==> src/rtl/interrupt_controller_pkg.sv <==
// rtl/interrupt_controller_pkg.sv - shared constants, FSM state encoding and vector codes
// for the interrupt controller (package int_pkg).
package int_pkg;

  localparam int NUM_IRQ          = 4;
  localparam int PC_WIDTH_DEFAULT = 10;

  typedef enum logic [2:0] {
    IDLE = 3'd0,
    PUSH = 3'd1,
    JUMP = 3'd2,
    POP  = 3'd3,
    RET  = 3'd4
  } state_t;

  localparam logic [1:0] VEC_IRQ0 = 2'd0;
  localparam logic [1:0] VEC_IRQ1 = 2'd1;
  localparam logic [1:0] VEC_IRQ2 = 2'd2;
  localparam logic [1:0] VEC_IRQ3 = 2'd3;

  function automatic logic [NUM_IRQ-1:0] onehot(input logic [1:0] idx);
    return NUM_IRQ'(1) << idx;
  endfunction

endpackage

==> src/rtl/interrupt_controller_if.sv <==
// rtl/interrupt_controller_if.sv - request/CPU-side and PC/stack-side signal bundle;
// slave = controller, master = CPU/request sources.
interface interrupt_controller_if
  import int_pkg::*;
#(
  parameter int PC_WIDTH = PC_WIDTH_DEFAULT
);
  logic [NUM_IRQ-1:0]  irq;
  logic                mask_we;
  logic [NUM_IRQ-1:0]  mask_d;
  logic                fetch_ok;
  logic                reti;
  logic [PC_WIDTH-1:0] pc_actual;
  logic                push;
  logic [PC_WIDTH-1:0] push_data;
  logic                pop;
  logic                take_vec;
  logic [1:0]          vec_sel;
  logic                take_ret;
  logic [NUM_IRQ-1:0]  ack;
  logic [NUM_IRQ-1:0]  in_service;
  logic                busy;

  modport slave (
    input  irq, mask_we, mask_d, fetch_ok, reti, pc_actual,
    output push, push_data, pop, take_vec, vec_sel, take_ret, ack, in_service, busy
  );

  modport master (
    output irq, mask_we, mask_d, fetch_ok, reti, pc_actual,
    input  push, push_data, pop, take_vec, vec_sel, take_ret, ack, in_service, busy
  );
endinterface

==> src/rtl/irq_prio_enc.sv <==
// rtl/irq_prio_enc.sv - combinational 4-to-2 priority encoder, index 0 highest.
module irq_prio_enc
  import int_pkg::*;
(
  input  logic [NUM_IRQ-1:0] i_req,
  output logic [1:0]         o_idx,
  output logic               o_valid
);

  always_comb begin
    o_idx   = VEC_IRQ0;
    o_valid = |i_req;
    if (i_req[0])      o_idx = VEC_IRQ0;
    else if (i_req[1]) o_idx = VEC_IRQ1;
    else if (i_req[2]) o_idx = VEC_IRQ2;
    else if (i_req[3]) o_idx = VEC_IRQ3;
  end

endmodule

==> src/rtl/interrupt_controller.sv <==
// rtl/interrupt_controller.sv - ISR entry/return sequencer with fixed-priority arbitration.
// Define INT_NESTING_EN to let higher-priority sources preempt an active ISR.
module interrupt_controller
  import int_pkg::*;
#(
  parameter int PC_WIDTH = PC_WIDTH_DEFAULT
) (
  input logic                    clk,
  input logic                    reset,
  interrupt_controller_if.slave  bus
);

  state_t              r_state;
  state_t              w_state_n;
  logic [NUM_IRQ-1:0]  r_irq_q;
  logic [NUM_IRQ-1:0]  r_pending;
  logic [NUM_IRQ-1:0]  r_mask;
  logic [NUM_IRQ-1:0]  r_in_service;
  logic [1:0]          r_win;
  logic [PC_WIDTH-1:0] r_push_data;

  logic [NUM_IRQ-1:0]  w_edge;
  logic [NUM_IRQ-1:0]  w_allow;
  logic [NUM_IRQ-1:0]  w_elig;
  logic [NUM_IRQ-1:0]  w_pend_clr;
  logic [1:0]          w_win_idx;
  logic                w_win_valid;
  logic [1:0]          w_svc_idx;
  logic                w_svc_valid;
  logic                w_go_push;
  logic                w_take_vec;
  logic                w_push;

  assign w_edge = bus.irq & ~r_irq_q;

  irq_prio_enc u_svc_enc (
    .i_req   (r_in_service),
    .o_idx   (w_svc_idx),
    .o_valid (w_svc_valid)
  );

`ifdef INT_NESTING_EN
  // Only sources strictly above the current service level may preempt.
  assign w_allow = w_svc_valid ? (onehot(w_svc_idx) - NUM_IRQ'(1)) : {NUM_IRQ{1'b1}};
`else
  assign w_allow = w_svc_valid ? {NUM_IRQ{1'b0}} : {NUM_IRQ{1'b1}};
`endif

  assign w_elig = r_pending & r_mask & w_allow;

  irq_prio_enc u_win_enc (
    .i_req   (w_elig),
    .o_idx   (w_win_idx),
    .o_valid (w_win_valid)
  );

  always_comb begin
    w_state_n = r_state;
    w_go_push = 1'b0;
    case (r_state)
      IDLE: begin
        if (bus.reti && w_svc_valid) begin
          w_state_n = POP;
        end else if (w_win_valid && bus.fetch_ok) begin
          w_state_n = PUSH;
          w_go_push = 1'b1;
        end
      end
      PUSH:    w_state_n = JUMP;
      JUMP:    w_state_n = IDLE;
      POP:     w_state_n = RET;
      RET:     w_state_n = IDLE;
      default: w_state_n = IDLE;
    endcase
  end

  // A fresh edge on the winner during JUMP re-arms its pending bit.
  assign w_pend_clr = (r_state == JUMP) ? onehot(r_win) : {NUM_IRQ{1'b0}};

  always_ff @(posedge clk or posedge reset) begin
    if (reset) begin
      r_state      <= IDLE;
      r_irq_q      <= '0;
      r_pending    <= '0;
      r_mask       <= '0;
      r_in_service <= '0;
      r_win        <= VEC_IRQ0;
      r_push_data  <= '0;
    end else begin
      r_state   <= w_state_n;
      r_irq_q   <= bus.irq;
      r_pending <= (r_pending & ~w_pend_clr) | w_edge;
      if (bus.mask_we) begin
        r_mask <= bus.mask_d;
      end
      if (w_go_push) begin
        r_win       <= w_win_idx;
        r_push_data <= bus.pc_actual;
      end
      if (r_state == JUMP) begin
        r_in_service <= r_in_service | onehot(r_win);
      end else if (r_state == RET) begin
        r_in_service <= r_in_service & ~onehot(w_svc_idx);
      end
    end
  end

  assign w_push     = (r_state == PUSH);
  assign w_take_vec = (r_state == JUMP);

  assign bus.push       = w_push;
  assign bus.push_data  = w_push ? r_push_data : '0;
  assign bus.pop        = (r_state == POP);
  assign bus.take_vec   = w_take_vec;
  assign bus.vec_sel    = w_take_vec ? r_win : VEC_IRQ0;
  assign bus.take_ret   = (r_state == RET);
  assign bus.ack        = w_take_vec ? onehot(r_win) : {NUM_IRQ{1'b0}};
  assign bus.in_service = r_in_service;
  assign bus.busy       = (r_state != IDLE);

endmodule

==> src/flat_wrapper.sv <==
// flat-port wrapper written by rule: the top's interface ports become plain ports
module interrupt_controller_flat import int_pkg::*;
#(
  parameter int PC_WIDTH = PC_WIDTH_DEFAULT
)
  (clk, reset, bus_irq, bus_mask_we, bus_mask_d, bus_fetch_ok, bus_reti, bus_pc_actual, bus_push, bus_push_data, bus_pop, bus_take_vec, bus_vec_sel, bus_take_ret, bus_ack, bus_in_service, bus_busy);
  interrupt_controller_if #(.PC_WIDTH(PC_WIDTH)) bus_i ();
  input logic clk;
  input logic reset;
  input wire logic [$bits(bus_i.irq)-1:0] bus_irq;
  input wire logic [$bits(bus_i.mask_we)-1:0] bus_mask_we;
  input wire logic [$bits(bus_i.mask_d)-1:0] bus_mask_d;
  input wire logic [$bits(bus_i.fetch_ok)-1:0] bus_fetch_ok;
  input wire logic [$bits(bus_i.reti)-1:0] bus_reti;
  input wire logic [$bits(bus_i.pc_actual)-1:0] bus_pc_actual;
  output wire logic [$bits(bus_i.push)-1:0] bus_push;
  output wire logic [$bits(bus_i.push_data)-1:0] bus_push_data;
  output wire logic [$bits(bus_i.pop)-1:0] bus_pop;
  output wire logic [$bits(bus_i.take_vec)-1:0] bus_take_vec;
  output wire logic [$bits(bus_i.vec_sel)-1:0] bus_vec_sel;
  output wire logic [$bits(bus_i.take_ret)-1:0] bus_take_ret;
  output wire logic [$bits(bus_i.ack)-1:0] bus_ack;
  output wire logic [$bits(bus_i.in_service)-1:0] bus_in_service;
  output wire logic [$bits(bus_i.busy)-1:0] bus_busy;
  assign bus_i.irq = bus_irq;
  assign bus_i.mask_we = bus_mask_we;
  assign bus_i.mask_d = bus_mask_d;
  assign bus_i.fetch_ok = bus_fetch_ok;
  assign bus_i.reti = bus_reti;
  assign bus_i.pc_actual = bus_pc_actual;
  assign bus_push = bus_i.push;
  assign bus_push_data = bus_i.push_data;
  assign bus_pop = bus_i.pop;
  assign bus_take_vec = bus_i.take_vec;
  assign bus_vec_sel = bus_i.vec_sel;
  assign bus_take_ret = bus_i.take_ret;
  assign bus_ack = bus_i.ack;
  assign bus_in_service = bus_i.in_service;
  assign bus_busy = bus_i.busy;
  interrupt_controller #(.PC_WIDTH(PC_WIDTH)) u_core (.clk(clk), .reset(reset), .bus(bus_i));
endmodule
==> config.mk <==
export PLATFORM = sky130hd
export DESIGN_NAME = interrupt_controller_flat
export DESIGN_NICKNAME = d
export VERILOG_FILES = /design/src/rtl/interrupt_controller_pkg.sv /design/src/rtl/interrupt_controller_if.sv /design/src/rtl/irq_prio_enc.sv /design/src/rtl/interrupt_controller.sv /design/src/flat_wrapper.sv
export SDC_FILE = /design/constraint.sdc
export NUM_CORES = 1
export LEC_CHECK = 0
export BUFFER_PORTS_ARGS = -buffer_cell sky130_fd_sc_hd__buf_2
export CAP_MARGIN = 10
export CORE_MARGIN = 1
export CORE_UTILIZATION = 33
export CTS_BUF_LIST = sky130_fd_sc_hd__clkbuf_16
export CTS_CLUSTER_SIZE = 12
export DETAILED_ROUTE_END_ITERATION = 8
export PLACE_DENSITY_LB_ADDON = 0.25
export SLEW_MARGIN = 15
export SYNTH_ARGS = -nofsm -noshare
export SYNTH_HDL_FRONTEND = slang
export SYNTH_SLANG_ARGS = --single-unit
==> constraint.sdc <==
create_clock -name clk -period 2.4 [get_ports clk]
set_clock_uncertainty 0.2 [all_clocks]
set_input_delay 0.24 -clock clk [delete_from_list [all_inputs] [get_ports clk]]
set_output_delay 0.24 -clock clk [all_outputs]
set_load 0.01 [all_outputs]
# Yosys cells after proc, flatten, opt, wreduce, memory -nomap -nowiden
# Cells that the tools add are included.
[classes] n_eq_ne=5 n_shift=2 n_mux=20 bitwise_logic=10 reduce_logical=7
[op_table] op="bitwise AND 4 bit" n=5
[op_table] op="two-way mux 2 bit" n=9
[op_table] op="two-way mux 4 bit" n=4
[op_table] op="inverter 4 bit" n=3
[op_table] op="two-way mux 10 bit" n=1
[op_table] op="case mux 3 bit (3 select lines)" n=1
[op_table] op="OR 4 bit" n=2
[op_table] op="OR reduction 4 bit" n=2
[op_table] op="left shift 1 x 2 -> 4 bit (first input constant)" n=2
[op_table] op="equality test 3 x 2 -> 1 bit (second input constant)" n=2
[op_table] op="two-way mux 3 bit" n=2
[op_table] op="equality test 3 x 1 -> 1 bit (second input constant)" n=1
[op_table] op="equality test 3 bit (second input constant)" n=1
[op_table] op="logical NOT 3 bit" n=1
[op_table] op="two-way mux 1 bit" n=3
[op_table] op="!= test 3 x 1 -> 1 bit (second input constant)" n=1
[op_table] op="nonzero test 3 bit" n=1
[op_table] op="logical AND 1 bit" n=2
[op_table] op="nonzero test 2 bit" n=1
[totals] regBits=31 input_bits=23 output_inout_bits=25 elab_cells=51

# Depth between registers and ports, before layout
# Gate-level depths: netlist of the first run.
[logic_depth] word_depth=9 ltp_mapped=4 ltp_nobuf=4

# Hierarchy
# From an unflattened synthesis of the first run, not the netlist that was laid out.
[hier_totals] cells_unflattened=116 area_unflattened_um2=1386.3
[by_module_without_submodules] module="interrupt_controller" n_inst=1 cells_each=102 area_each_um2=1316.3 seq_area_each_um2=775.7
[by_module_without_submodules] module="irq_prio_enc" n_inst=2 cells_each=7 area_each_um2=35.0 seq_area_each_um2=0.0

# Least setup slack after synthesis of the first run
# No wires, ideal clock.
[synth_path] path_type="flip-flop to flip-flop" startpoint="reg u_core.r_in_service[3], in the netlist u_core.bus.in_service[3]" endpoint="reg u_core.r_push_data[0]" setup_time_ps=125 arrival_ps=1452 required_ps=2075 slack_ps=622 stages_incl_launch_ff=5 n_path_buf=1 period_less_slack_ps=1778 path_cell_list="dfrtp_1 > nor4_4 > o2111ai_2 > buf_6 > mux2_4"
[synth_via] elab_chain_cells=8 word_cells_on_any_way=9 cone_classes="mux: 4; bitwise: 1; reduce/logical: 4"
[synth_lines] item="start, declared" line="interrupt_controller.sv:18" rtl="logic [NUM_IRQ-1:0] r_in_service;"
[synth_lines] item="start signal, assigned" line="interrupt_controller.sv:101" rtl="r_in_service <= r_in_service | onehot(r_win);"
[synth_lines] item="start signal, assigned" line="interrupt_controller.sv:103" rtl="r_in_service <= r_in_service & ~onehot(w_svc_idx);"
[synth_lines] item="OR reduction 4 bit *" line="irq_prio_enc.sv:12" rtl="o_valid = |i_req;"
[synth_lines] item="two-way mux 4 bit" line="interrupt_controller.sv:46" rtl="assign w_allow = w_svc_valid ? {NUM_IRQ{1'b0}} : {NUM_IRQ{1'b1}};"
[synth_lines] item="bitwise AND 4 bit" line="interrupt_controller.sv:49" rtl="assign w_elig = r_pending & r_mask & w_allow;"
[synth_lines] item="OR reduction 4 bit" line="irq_prio_enc.sv:12"
[synth_lines] item="logical AND 1 bit" line="interrupt_controller.sv:64" rtl="end else if (w_win_valid && bus.fetch_ok) begin"
[synth_lines] item="two-way mux 1 bit" line="interrupt_controller.sv:64"
[synth_lines] item="two-way mux 1 bit *" line="interrupt_controller.sv:62" rtl="if (bus.reti && w_svc_valid) begin"
[synth_lines] item="two-way mux 1 bit *" line="interrupt_controller.sv:60" rtl="case (r_state)"
[synth_lines] item="end signal, assigned" line="interrupt_controller.sv:98" rtl="r_push_data <= bus.pc_actual;"
[synth_lines] item="end, declared" line="interrupt_controller.sv:20" rtl="logic [PC_WIDTH-1:0] r_push_data;"
# Every way passes the cells marked *; elsewhere a longest branch is shown, timed or not.
# A chain may end at the register's enable or synchronous reset.

# Worst setup path in the final report of the first run
[layout_path] startpoint="reg u_core.r_state[1]" endpoint="out bus_ack[0]"
[layout_via] elab_chain_cells=2
[layout_lines] item="start, declared" line="interrupt_controller.sv:13" rtl="state_t r_state;"
[layout_lines] item="start signal, assigned" line="interrupt_controller.sv:90" rtl="r_state <= w_state_n;"
[layout_lines] item="equality test 3 x 2 -> 1 bit" line="interrupt_controller.sv:109" rtl="assign w_take_vec = (r_state == JUMP);"
[layout_lines] item="two-way mux 4 bit" line="interrupt_controller.sv:117" rtl="assign bus.ack = w_take_vec ? onehot(r_win) : {NUM_IRQ{1'b0}};"
[layout_lines] item="end, declared" line="flat_wrapper.sv:22" rtl="output wire logic [$bits(bus_i.ack)-1:0] bus_ack;"
# No other way between the ends.

==> run metrics, run 1 <==
Hold WC Path Type input pin to flop; Starting Density between 30% and 40%; Mapped Avg Cell Area 12.9 µm²; top-area cell type share of the netlist area approximately 55%; Antenna diodes 0; P per Cell Area roughly 1100 mW/mm²; Hold Fails Final Rpt 0; initial antenna violation count 0; P_int approximately 1.4 mW; Min Clock Period, post-route approximately 2.0 ns; setup violators final 0; design area approximately 0.0019 mm²; die outline height 67.2 µm; crit path from u_core.r_state[1]; sw power a little under 700 µW; top cells by count, synth dfrtp_1, and2_1, inv_1; Post-CTS Setup Bufs 0; sequential power share a little over two fifths; area leader, netlist dfrtp_1; wire per inst around 13 µm; root buf cell clkbuf_16; register bit total from synthesis 31; Async S/R FF share, synth 100%; Post-DRT Antenna Nets 0; # IOs between 40 and 50; Vias 1,034; Nets 197; WS Path Type flop to output port; # clock sinks 31; global route overflow 0; post-synthesis sequential area ratio 55.4%; Sw Ratio approximately a third; Worst Path Required between 1.5 and 2 ns; worst-case reg-to-reg path depth 5; Synthesis Warnings 0; setup ws final around 0.38 ns; reg-to-reg endpoint u_core.r_win[0]; hold wc startpoint bus_pc_actual[2]; WL final a little under 3000 µm; die area approximately 0.0045 mm²; largest net degree at the start of global routing 32; H-tree Lvls 2; P_leak just over 1 nW; Post-Route Setup TNS 0 ns; Peak Freq 0.496 GHz; final core utilization slightly below 50%; DIE WIDTH approximately 67 µm; Clock Tree Buf Depth 2; crit path to bus_ack[0]; Primary FF master, synth dfrtp_1; PostCTS Resize Cnt 0; count leader, synth dfrtp_1; Post-Syn Instances roughly 110; CP Data Arrival Time 1.58 ns; r2r setup slk about 0.56 ns; Tot GR Track Use 14.4%; syn_nets 132; RD Place Congestion roughly 0.72; Netlist cell types 31; critical path peak fanout 7; Rows 23; Skew-Pair Late Insertion Delay around 0.27 ns; outcome finished, final reports clean; number of synthesized flops with an enable pin 0; RSZ-0062 raised after global routing false; Setup crit end kind output port; core area a little over 0.004 mm²; vias in the first global route between 1,000 and 1,500; synthesis-to-finish area growth 38.5%; max-cap check violation count 0; VDD IR max 0.469 mV; HPWL reported at the end of detailed placement around 2100 µm; CTS tree built; startpoint types flop; drt first pass iters 4; Port Buffers 47; initial DRC count 22; Worst R2R Start u_core.bus.in_service[3]; synthesized area 0.00140 mm²; Post-DP Area 0.00171 mm²; worst-margin pin slew 0.383 ns; Comb pwr share ~31%; Fillers 377; DR vias/cell about 4.6; Residual DRC 0; Clk pwr share 26.7%; Clock transition at path regs 0.05 ns; pre-CTS WS 0.567 ns; Slew headroom approximately 74%; ratio of cells with drive above 1 in the final layout a little over two fifths; total CTS buffers 5; total power approximately 2.1 mW; crit share post-route 84.0%; Synth area leaders dfrtp_1, mux2_4, and2_1, mux2_2, inv_1; Final Max Tran Viols 0; first-pass GRT wire length ~4700 µm
-- worst min-delay path by stage --
stage,end,slack [ns],cells after the start
finish,u_core.r_push_data[2],0.006,2
global route,u_core.r_push_data[2],0.006,2
CTS,u_core.r_push_data[2],0.001,2
detailed placement,u_core.r_irq_q[0],0.14,3
global placement,u_core.r_push_data[7],0.14,3
floorplan,u_core.r_irq_q[0],0.07,0
-- metrics by stage --
step                      std cells  hold WS [ns]
after floorplan                 109        0.0714
after global placement          208         0.137
after detailed placement        208         0.144
after CTS                       225       0.00101
after global routing            225       0.00649
final                           225       0.00635
-- logic make-up after synthesis --
family	synth area share [%]
AND/OR/NAND/NOR	17.1
flip-flops	55.4
AO/OA/AOI/OAI	10.1
multiplexers	13.7
buffers and inverters	3.75
-- flip-flops by register name (all words and copies together), names as in the netlist --
register / count
u_core.r_win: 2
u_core.r_state: 3
u_core.r_pending: 4
u_core.bus.in_service: 4
u_core.r_mask: 4
u_core.r_irq_q: 4
u_core.r_push_data: 10
-- cell type report --
class / count / area [µm²] / share of cell area (%)
clock buffer: 5 / 125 / 6.45
clock inverter: 3 / 11.3 / 0.580
inverter: 10 / 37.5 / 1.93
multi-input combinational: 66 / 573 / 29.5
sequential: 31 / 776 / 40.0
tap: 50 / 62.6 / 3.22
timing repair buffer: 60 / 355 / 18.3
-- power groups by stage --
stage          Combinational (mW)  Clock [mW]  Sequential, mW
2_1_floorplan               0.422           0           0.874
3_3_place_gp                0.647           0           0.890
3_5_place_dp                0.659           0           0.898
4_1_cts                     0.673       0.583           0.896
5_1_grt                     0.733       0.605           0.925
6_report                    0.663       0.569           0.896
-- placed cells by master, fill, tap and decap left out, types with 2 or more instances in the layout --
cell,count
inv_1,11
and2_1,11
nor3_1,2
o21ai_0,2
nand2_1,3
nor3b_1,3
o22ai_1,3
a21oi_1,5
dlygate4sd3_1,9
nor2_1,4
and3b_1,2
buf_4,4
clkinv_1,2
mux2_4,9
clkbuf_16,5
mux2_2,5
a22o_1,2
dfrtp_1,31
buf_2,47
-- critical path, cell delays in order, from the launching register on --
cell and delay [ns]:
dfrtp_1 0.47, nor3b_4 0.31, nor3b_1 0.24, buf_4 0.16, buf_2 0.12
-- routing by layer --
layer	track usage, %	vias to the layer above	wire (µm)
met5	0	-	0
met4	7.98	0	68
met3	3.72	8	130
met2	22.3	29	1390
met1	18.3	488	1300
li1	-	509	-
-- what timing repair did --
item                       in CTS  in global routing
hold buffers                    9                  0
hold endpoints to repair       39                  0
setup endpoints to repair       0                  0
No activity file was read; power rests on OpenSTA's default activity.
==> inputs of run 2 (changes only) <==
clock period = 1.8 ns   (was 2.4 ns; I/O delays follow)
==> run 2 against run 1 <==
  * The run now ends with setup timing left
  * First-iteration DRC count grew to 2.8 times the previous value
  * Cell area increased by 22%
  * Clock power rose by 32%
  * Critical path type unchanged
  * Critical endpoint is now bus_ack[2]
==> run metrics, run 2 (same netlist as run 1, synthesis figures left out) <==
outcome finished, violations left (was finished, final reports clean); failing checks setup timing; RD Place Congestion 0.796 (was 0.720); Clock transition at path regs 0.05 ns (about the same); Hold WC Path Type input pin to flop (unchanged); crit path from u_core.r_state[0] (was u_core.r_state[1]); hold wc startpoint bus_mask_we (was bus_pc_actual[2]); wire per inst 14.2 µm (was 12.8 µm); DIE WIDTH 67.2 µm (unchanged); initial antenna violation count 0 (unchanged); Largest register FFs 10 (unchanged); critical path's top delay family simple AND/OR/NAND/NOR gates (unchanged); sw power 1.07 mW (was 678 µW); CP Data Arrival Time 1.51 ns (was 1.58 ns); core area 0.00403 mm² (unchanged); die outline height 67.2 µm (unchanged); total power 3.36 mW (was 2.13 mW); die area 0.00451 mm² (unchanged); Rows 23 (unchanged); Slew headroom 71.0% (was 74.4%); Port Buffers 47 (unchanged); Peak Freq 0.529 GHz; leading cell types in the layout, fill and taps excluded buf_2, dfrtp_1, dlygate4sd3_1, buf_4, buf_6 (was buf_2, dfrtp_1, inv_1, and2_1); Post-DRT Antenna Nets 0 (unchanged); Nets 227 (was 197); Vias 1,171 (was 1,034); Hold Path Sink u_core.r_mask[0] (was u_core.r_push_data[2]); # IOs 48 (unchanged); WL final 3600 µm (was 2890 µm); Worst R2R Start u_core.r_state[0] (was u_core.bus.in_service[3]); initial DRC count 62 (was 22); Clk pwr share 22.3% (was 26.7%); # clock sinks 31 (unchanged); CTS tree built (unchanged); HPWL reported at the end of detailed placement 2400 µm (was 2120 µm); P per Cell Area 1420 mW/mm² (was 1100 mW/mm²); hold depth 2 (unchanged); root buf cell clkbuf_16 (unchanged); commonest non-fill, non-tap cell in the layout buf_2 (unchanged); Hold Fails Final Rpt 0 (unchanged); P_int 2.29 mW (was 1.45 mW); Clock Tree Buf Depth 2 (unchanged); Skew-Pair Late Insertion Delay 0.27 ns (about the same); ratio of cells with drive above 1 in the final layout 56.2% (was 44.0%); Final Max Tran Viols 0 (unchanged); DR vias/cell 4.63 (was 4.60); H-tree Lvls 2 (unchanged); RSZ-0062 raised after global routing true (was false); Sw Ratio 31.9% (about the same); r2r setup slk -0.01 ns (was 0.56 ns); setup violators final 15 (was 0); total CTS buffers 5 (unchanged); setup ws final -0.0887 ns (was 0.384 ns); largest net degree at the start of global routing 13 (was 32); post-route insts no fill 253 (was 225); reg-to-reg endpoint u_core.r_win[0] (unchanged); synthesis-to-finish area growth 68.7% (was 38.5%); Antenna diodes 0 (unchanged); Setup crit end kind output port (unchanged); sequential power share 35.1% (was 42.1%); drt first pass iters 2 (was 4); P_leak 1.19 nW (was 1.01 nW); Residual DRC 0 (unchanged); Worst Path Required 1.42 ns (was 1.96 ns); vias in the first global route 1,245 (was 1,041); worst-case reg-to-reg path depth 6 (was 5); VDD IR max 0.604 mV (was 0.469 mV); worst hold slack 0.0247 ns (was 0.00635 ns); Crit-path slowest cell dfrtp_1 (unchanged); Reg with most FFs u_core.r_push_data (unchanged); Critical Path Max Stage Delay 0.39 ns (was 0.47 ns); Starting Density 34.8% (unchanged); Min Clock Period, post-route roughly 1.9 ns; WS Path Type flop to output port (unchanged); worst-path cell chain buf_6 > nor3b_4 > and2_4 > and2b_1 > buf_2 (was nor3b_4 > nor3b_1 > buf_4 > buf_2); Comb pwr share 42.6% (was 31.2%); max-cap check violation count 0 (unchanged); startpoint types flop (unchanged); crit share post-route 105%; first-pass GRT wire length 5920 µm (was 4680 µm); CP bufs+invs 2 (unchanged); final core utilization 58.7% (was 48.2%); global route overflow 0 (unchanged); dpl cells 216 (was 208); Tot GR Track Use 18.6% (was 14.4%); worst-margin pin slew 0.434 ns (was 0.383 ns); critical path peak fanout 5 (was 7)
run 2: changes by cell type in the layout (fill, tap and decap cells not counted), moves of 11 or more:
cell	before	now
buf_6	0	16
dlygate4sd3_1	9	20
buf_4	4	17
and2_4	0	11
and2_1	11	0
buf_2	47	36
run 2: how the worst max path moves through the flow:
stage                                 end  cells past startpoint
floorplan           u_core.r_push_data[0]                      4
global placement          u_core.r_win[0]                      5
detailed placement        u_core.r_win[0]                      5
CTS                      bus_push_data[2]                      5
global route                   bus_ack[2]                      5
finish                         bus_ack[2]                      5
run 2: worst register-to-register path: cells and delay by family (launching register included):
family,cells,cell delay [ns]
and+or+nand+nor,1,0.23
buffers and inverters,2,0.36
DFF,1,0.39
AOI/OAI and AO/OA,3,0.58
run 2: per-stage QoR:
stage	TNS [ns]	instance area, µm²	setup slack, ns
after floorplan	0	1400	0.0225
after global placement	0	1790	0.0384
after detailed placement	0	1790	0.000359
after CTS	-0.854	2300	-0.0836
after global routing	-1.76	2360	-0.166
final	-0.557	2360	-0.0887
run 2: power groups by stage:
stage                     Clock, mW  Sequential [mW]  Combinational [mW]
after global placement            0             1.17               0.956
after detailed placement          0             1.19               0.981
final                         0.750             1.18                1.43
after CTS                     0.766             1.17                1.33
after global routing          0.808             1.21                1.54
after floorplan                   0             1.17               0.562
run 2: area by class of cell:
cell class	instances	area, µm²
clock buffers	5	125
inverters	10	37.5
repair buffers	90	708
flip-flops and latches	31	778
multi-input cells	66	648
fillers	349	1670
well taps	50	62.6
clock inverters	1	3.75
run 2: metal layers:
layer	share of wire [%]	vias to the layer above	wire length (µm)	GRT usage, %
met5	0	-	0	0
met4	1.6	0	59	7.98
met3	3.9	6	142	5.24
met2	50	26	1810	29.9
met1	44	569	1590	23.2
li1	-	570	-	-
run 2: timing repair:
| action | CTS | global route |
|---|---|---|
| pin swaps | 15 | 1 |
| hold endpoints to repair | 33 | 0 |
| gates resized for setup | 28 | 11 |
| endpoints found under the setup margin | 19 | 28 |
| hold buffers | 20 | 0 |
| gates cloned | 1 | 0 |
| setup buffers | 8 | 3 |
